`src/rtl/ysyx_24090012_lsu.sv`:
```
// ysyx_24090012_lsu: load/store stage that issues one bus request per memory op, formats load data and hands results to the WBU.
module ysyx_24090012_lsu #(
  parameter int DATA_WIDTH  = 32,
  parameter int NUM_WIDTH   = 64,
  parameter bit ALIGN_CHECK = 1'b1
) (
  input  logic                  clock,
  input  logic                  reset,
  input  logic                  exu_valid,
  output logic                  exu_ready,
  input  logic [31:0]           exu_inst,
  input  logic [DATA_WIDTH-1:0] exu_result,
  input  logic [DATA_WIDTH-1:0] exu_store_data,
  input  logic [31:0]           exu_next_pc,
  input  logic [NUM_WIDTH-1:0]  exu_num,
  output logic                  mem_req_valid,
  input  logic                  mem_req_ready,
  output logic [31:0]           mem_req_addr,
  output logic                  mem_req_wen,
  output logic [DATA_WIDTH-1:0] mem_req_wdata,
  output logic [3:0]            mem_req_wstrb,
  input  logic                  mem_resp_valid,
  output logic                  mem_resp_ready,
  input  logic [DATA_WIDTH-1:0] mem_resp_rdata,
  input  logic                  mem_resp_err,
  output logic                  rd_valid,
  input  logic                  rd_ready,
  output logic [DATA_WIDTH-1:0] wdata,
  output logic [31:0]           lsu_to_wbu_inst,
  output logic [31:0]           next_pc,
  output logic [NUM_WIDTH-1:0]  num,
  output logic [31:0]           sim_lsu_addr,
  output logic                  lsu_fault
);
  localparam logic [1:0] S_IDLE = 2'd0;
  localparam logic [1:0] S_REQ  = 2'd1;
  localparam logic [1:0] S_RESP = 2'd2;
  localparam logic [1:0] S_OUT  = 2'd3;
  localparam logic [6:0] OP_LOAD  = 7'b0000011;
  localparam logic [6:0] OP_STORE = 7'b0100011;

  logic [1:0]            state_q, state_d;
  logic [31:0]           inst_q, inst_d;
  logic [31:0]           addr_q, addr_d;
  logic [DATA_WIDTH-1:0] sdata_q, sdata_d;
  logic [31:0]           npc_q, npc_d;
  logic [NUM_WIDTH-1:0]  num_q, num_d;
  logic [DATA_WIDTH-1:0] wdata_q, wdata_d;
  logic [31:0]           sim_q, sim_d;
  logic                  fault_q, fault_d;

  logic [6:0]            in_op;
  logic [2:0]            in_f3;
  logic                  in_load, in_store, in_mem, in_half, in_word, in_mis;
  logic [2:0]            q_f3;
  logic                  q_store;
  logic [7:0]            ld_byte;
  logic [15:0]           ld_half;
  logic [DATA_WIDTH-1:0] load_fmt;

  // Decode of the instruction currently offered by the EXU
  assign in_op    = exu_inst[6:0];
  assign in_f3    = exu_inst[14:12];
  assign in_load  = in_op == OP_LOAD;
  assign in_store = in_op == OP_STORE;
  assign in_mem   = in_load | in_store;
  assign in_half  = in_f3 == 3'b001 || (in_load && in_f3 == 3'b101);
  assign in_word  = in_f3 == 3'b010;
  assign in_mis   = ALIGN_CHECK && in_mem &&
                    ((in_half && exu_result[0]) || (in_word && exu_result[1:0] != 2'b00));

  // Decode of the captured instruction
  assign q_f3    = inst_q[14:12];
  assign q_store = inst_q[6:0] == OP_STORE;

  // Load lane extraction and sign/zero extension
  assign ld_byte  = mem_resp_rdata[{addr_q[1:0], 3'b000} +: 8];
  assign ld_half  = addr_q[1] ? mem_resp_rdata[31:16] : mem_resp_rdata[15:0];
  assign load_fmt = q_f3 == 3'b000 ? {{24{ld_byte[7]}}, ld_byte} :
                    q_f3 == 3'b100 ? {24'b0, ld_byte} :
                    q_f3 == 3'b001 ? {{16{ld_half[15]}}, ld_half} :
                    q_f3 == 3'b101 ? {16'b0, ld_half} : mem_resp_rdata;

  // Handshake and bus outputs; exu_ready drops immediately while reset is asserted
  assign exu_ready      = reset && state_q == S_IDLE;
  assign mem_req_valid  = state_q == S_REQ;
  assign mem_resp_ready = state_q == S_RESP;
  assign rd_valid       = state_q == S_OUT;
  assign mem_req_addr   = {addr_q[31:2], 2'b00};
  assign mem_req_wen    = q_store;
  assign mem_req_wstrb  = !q_store         ? 4'b0000 :
                          q_f3 == 3'b000   ? 4'b0001 << addr_q[1:0] :
                          q_f3 == 3'b001   ? 4'b0011 << {addr_q[1], 1'b0} : 4'b1111;
  assign mem_req_wdata  = q_f3 == 3'b000 ? {4{sdata_q[7:0]}} :
                          q_f3 == 3'b001 ? {2{sdata_q[15:0]}} : sdata_q;

  // Writeback outputs come straight from registers so they hold while rd_ready is low
  assign wdata           = wdata_q;
  assign lsu_to_wbu_inst = inst_q;
  assign next_pc         = npc_q;
  assign num             = num_q;
  assign sim_lsu_addr    = sim_q;
  assign lsu_fault       = fault_q;

  // Next-state and capture logic for the IDLE/REQ/RESP/OUT sequence
  always_comb begin
    state_d = state_q;
    inst_d  = inst_q;
    addr_d  = addr_q;
    sdata_d = sdata_q;
    npc_d   = npc_q;
    num_d   = num_q;
    wdata_d = wdata_q;
    sim_d   = sim_q;
    fault_d = fault_q;
    case (state_q)
      S_IDLE: if (exu_valid) begin
        inst_d  = exu_inst;
        addr_d  = exu_result;
        sdata_d = exu_store_data;
        npc_d   = exu_next_pc;
        num_d   = exu_num;
        wdata_d = in_mem ? '0 : exu_result;
        sim_d   = in_mem ? exu_result : 32'b0;
        fault_d = fault_q | in_mis;
        state_d = in_mem && !in_mis ? S_REQ : S_OUT;
      end
      S_REQ: state_d = mem_req_ready ? S_RESP : S_REQ;
      S_RESP: if (mem_resp_valid) begin
        wdata_d = q_store ? '0 : load_fmt;
        fault_d = fault_q | mem_resp_err;
        state_d = S_OUT;
      end
      default: state_d = rd_ready ? S_IDLE : S_OUT;
    endcase
  end

  // State registers; reset aborts any outstanding transaction immediately
  always_ff @(posedge clock or negedge reset) begin
    if (!reset) begin
      state_q <= S_IDLE;
      inst_q  <= '0;
      addr_q  <= '0;
      sdata_q <= '0;
      npc_q   <= '0;
      num_q   <= '0;
      wdata_q <= '0;
      sim_q   <= '0;
      fault_q <= 1'b0;
    end else begin
      state_q <= state_d;
      inst_q  <= inst_d;
      addr_q  <= addr_d;
      sdata_q <= sdata_d;
      npc_q   <= npc_d;
      num_q   <= num_d;
      wdata_q <= wdata_d;
      sim_q   <= sim_d;
      fault_q <= fault_d;
    end
  end
endmodule

```
`config.mk`:
```
export PLATFORM = sky130hd
export DESIGN_NAME = ysyx_24090012_lsu
export DESIGN_NICKNAME = d
export VERILOG_FILES = /design/src/rtl/ysyx_24090012_lsu.sv
export SDC_FILE = /design/constraint.sdc
export NUM_CORES = 1
export LEC_CHECK = 0
export BUFFER_PORTS_ARGS = -buffer_cell sky130_fd_sc_hd__buf_2
export CORE_AREA = 2 2 193 195
export CTS_BUF_LIST = sky130_fd_sc_hd__clkbuf_8
export CTS_CLUSTER_DIAMETER = 150
export CTS_CLUSTER_SIZE = 12
export DETAILED_ROUTE_END_ITERATION = 10
export DIE_AREA = 0 0 195 197
export PLACE_DENSITY = 0.53
export SLEW_MARGIN = 30
export SYNTH_ARGS = -nofsm -noshare
export SYNTH_HDL_FRONTEND = slang
export SYNTH_SLANG_ARGS = --single-unit
```
`constraint.sdc`:
```
create_clock -name clock -period 2.19 [get_ports clock]
set_clock_uncertainty 0.15 [all_clocks]
set_input_delay 0 -clock clock [delete_from_list [all_inputs] [get_ports clock]]
set_output_delay 0 -clock clock [all_outputs]
set_load 0.02 [all_outputs]
```
==> metrics.yaml <==
clk_pin_slew_ps: 90
grt_setup_unrepaired: "yes"
io_pins: 497
slowest_delay_ps: 570
place_ws_ps: 176
post-route-util: 0.526
synth_cells: 1315
place.gp.congestion: 0.865
synth-seq-area-share: 0.564
reg2reg_to: "wdata[13]"
cp_max_fo: 5
finalSetupViolCount: 5
netSwitchingFraction: 0.465
final_cell_area_um2: 19100
post_drt_wl_per_cell_um: 18.3
wirelength_um: 48300
yosys.area_share.simple: 0.258
gr-total-overflow: 0
dp_cells: 2203
area_delta_synth_final_pct: 66.1
hp-class: "in -> reg"
final_cell_mix: "nand2_1 (662), buf_2 (478), dlygate4sd3_1 (394)"
fmax_ghz: 0.433
whs_endpoint: "sdata_q[27]"
timing.slew.headroom: 0.615
combinationalPowerShare: 0.550
reg2reg_depth: 5
path_cells: "or4b_4, or2_4, a21oi_2, buf_6"
clkPwrFrac: 0.114
syn_area_um2: 11500
dieWidth_um: 195
cts_htree_levels: 1
drv_cap: 0
violations: "negative setup slack"
vdd_drop_max_mv: 0.686
crit_buf_inv: 1
finalCriticalPeriod_ps: 2310
seq_power_share: 0.336
path_class: "reg -> out"
antenna_found_initial: 3
cp-start-kind: "flip-flop"
critPathCaptureType: "output pin"
layout_commonest_cell: "nand2_1"
p_per_area_nw_per_um2: 1250
outcome: "finished with violations"
final_hold_viol_count: 0
r2r-start: "lsu_to_wbu_inst[2]"
cts_buffers: 25
layout_setup_ws_ps: -122
ys_seq_elements: 259
yosysWarnings: 0
hold_start: "exu_store_data[27]"
synth_fa_ha_area_frac: 0
filler_cell_count: 3209
avgSynthCellArea_um2: 8.74
grt_pass1_wl_um: 74000
place.detailed.hpwl_um: 31200
ys_async_sr_fraction: 1.00
critPathTopFamily: "simple AND/OR/NAND/NOR gates"
cp.required_ps: 2040
root_buffer: "clkbuf_8"
layoutNonFillerInstCount: 2643
viasPerCell: 4.79
fp.dieArea_um2: 38400
maxSlewViolCount: 0
p_switching_mw: 11.1
initial_core_util: 0.317
cts_sinks: 259
power_leakage_nw: 10.0
vias: 12600
muxShareOfSynthArea: 0.0248
synth-compound-area-share: 0.0892
r2r_slack_ps: 60
synth_xor_area_frac: 0.000762
core_um2: 36300
worstPathArrival_ps: 2160
synth_flop_cell: "dfrtp_1"
drive_gt1_frac: 0.283
synth_top_family_by_area: "simple AND/OR/NAND/NOR gates"
grt_max_degree: 81
clockBufferDepth: 3
cts_tree: "built"
rows: 70
track_usage: 0.243
place_area_um2: 14400
final_antenna_net_count: 0
finalSetupTns_ps: -413
fin_nets: 2405
grt_pass1_vias: 13000
die_height_um: 197
internal_power_mw: 12.8
port_buffers: 494
drt_iter0_markers: 793
period_share: 1.06
slowest_stage: "or4b_4"
route.detailed.drc: 0
clk_latency_ps: 580
synth_edf_count: 0
hold_depth: 4
worst-slew-pin-transition_ps: 577
drt-pass1-iter-count: 5
ys_types: 55
[power by group through the flow]
stage                     registers (mW)  logic (mW)  clock network [mW]
after CTS                           7.99        12.8                2.83
final                               8.04        13.2                2.73
after floorplan                     9.57        5.86                   0
after detailed placement            8.04        11.5                   0
after global placement              8.04        11.4                   0
after global routing                8.28        14.1                2.99
[synthesized netlist by cell type, types with 2 or more instances]
cell       number  share of area
buf_1           2        0.00065
buf_4          41          0.027
nand3b_1        3         0.0020
nor2_2          3         0.0016
nor3b_1         5         0.0033
o22ai_1         6         0.0033
o21ai_4         2         0.0028
o22a_1          2         0.0015
inv_1          19         0.0062
nand2_1       663           0.22
clkbuf_1       30         0.0098
a221o_1         9         0.0078
mux2i_1        15          0.013
nor2b_1         8         0.0044
buf_2          42          0.018
dfrtp_1       259           0.56
and3b_1         6         0.0046
nand2b_1        2         0.0011
a2bb2oi_1       4         0.0030
o21ai_0        46          0.020
o2111ai_1       5         0.0038
mux2_2         10         0.0098
o221ai_1       17          0.013
a31oi_1        11         0.0060
nand3_1        12         0.0052
and2_1          6         0.0033
a21oi_1        38          0.017
nor2_1         21         0.0069
or2_2           2         0.0011
[per-layer routing]
| metal | vias up | share of wire | GRT usage |
|---|---|---|---|
| met5 | - | 0.00027 | 0 |
| met4 | 2 | 0.038 | 0.0973 |
| met3 | 107 | 0.070 | 0.0476 |
| met2 | 555 | 0.49 | 0.419 |
| met1 | 6100 | 0.41 | 0.301 |
| li1 | 5885 | - | - |
[state kept, by name (all words and copies together) (netlist names)]
name and flops:
addr_q 32, next_pc 32, num 64, sim_lsu_addr 32, state_q 2, sdata_q 32, wdata 32, lsu_to_wbu_inst 32
lsu_fault 1
[how the worst max path moves through the flow]
| stage | startpoint | end | depth (start not counted) |
|---|---|---|---|
| global route | lsu_to_wbu_inst[2] | mem_req_wstrb[0] | 4 |
| global placement | addr_q[0] | wdata[15] | 4 |
| detailed placement | lsu_to_wbu_inst[2] | wdata[13] | 4 |
| floorplan | lsu_to_wbu_inst[2] | wdata[13] | 4 |
| CTS | lsu_to_wbu_inst[6] | mem_req_wstrb[0] | 4 |
| finish | lsu_to_wbu_inst[2] | mem_req_wstrb[0] | 4 |
[cell type report]
cell class,instances,area (µm²),area share
inverters,19,71.3,0.00374
clock inverters,1,7.51,0.000393
repair buffers,946,7210,0.378
flip-flops and latches,259,6480,0.340
clock buffers,25,344,0.0180
diodes,2,5.00,0.000262
well taps,468,586,0.0307
multi-input cells,923,4380,0.230
[worst register-to-register path, delay by kind of cell, from the launching register on]
kind            cells  cell delay (ps)
simple gates        2              670
buf+inv             1              180
flops               1              390
compound gates      2              630
[logic make-up (layout without fill, tap and decap cells)]
logic type,Yosys count,count (layout)
other cells,1,4
simple gates,741,742
flops,259,259
compound gates,152,152
xor+xnor,1,1
mux,26,26
buf+inv,135,991
[metrics by stage]
stage	power, mW	hold slack [ps]
3_3_place_gp	19.4	-210
3_5_place_dp	19.5	-212
5_1_grt	25.4	4.58
4_1_cts	23.6	1.44
2_1_floorplan	15.4	-446
6_report	23.9	22.6
[what timing repair did]
action,CTS,global route
gates cloned,3,1
setup endpoints to repair,21,35
buffers inserted,7,7
gates resized for setup,40,12
hold buffers,395,0
pin swaps,3,4
hold endpoints to repair,518,0
(Power assumes the default switching activity.)
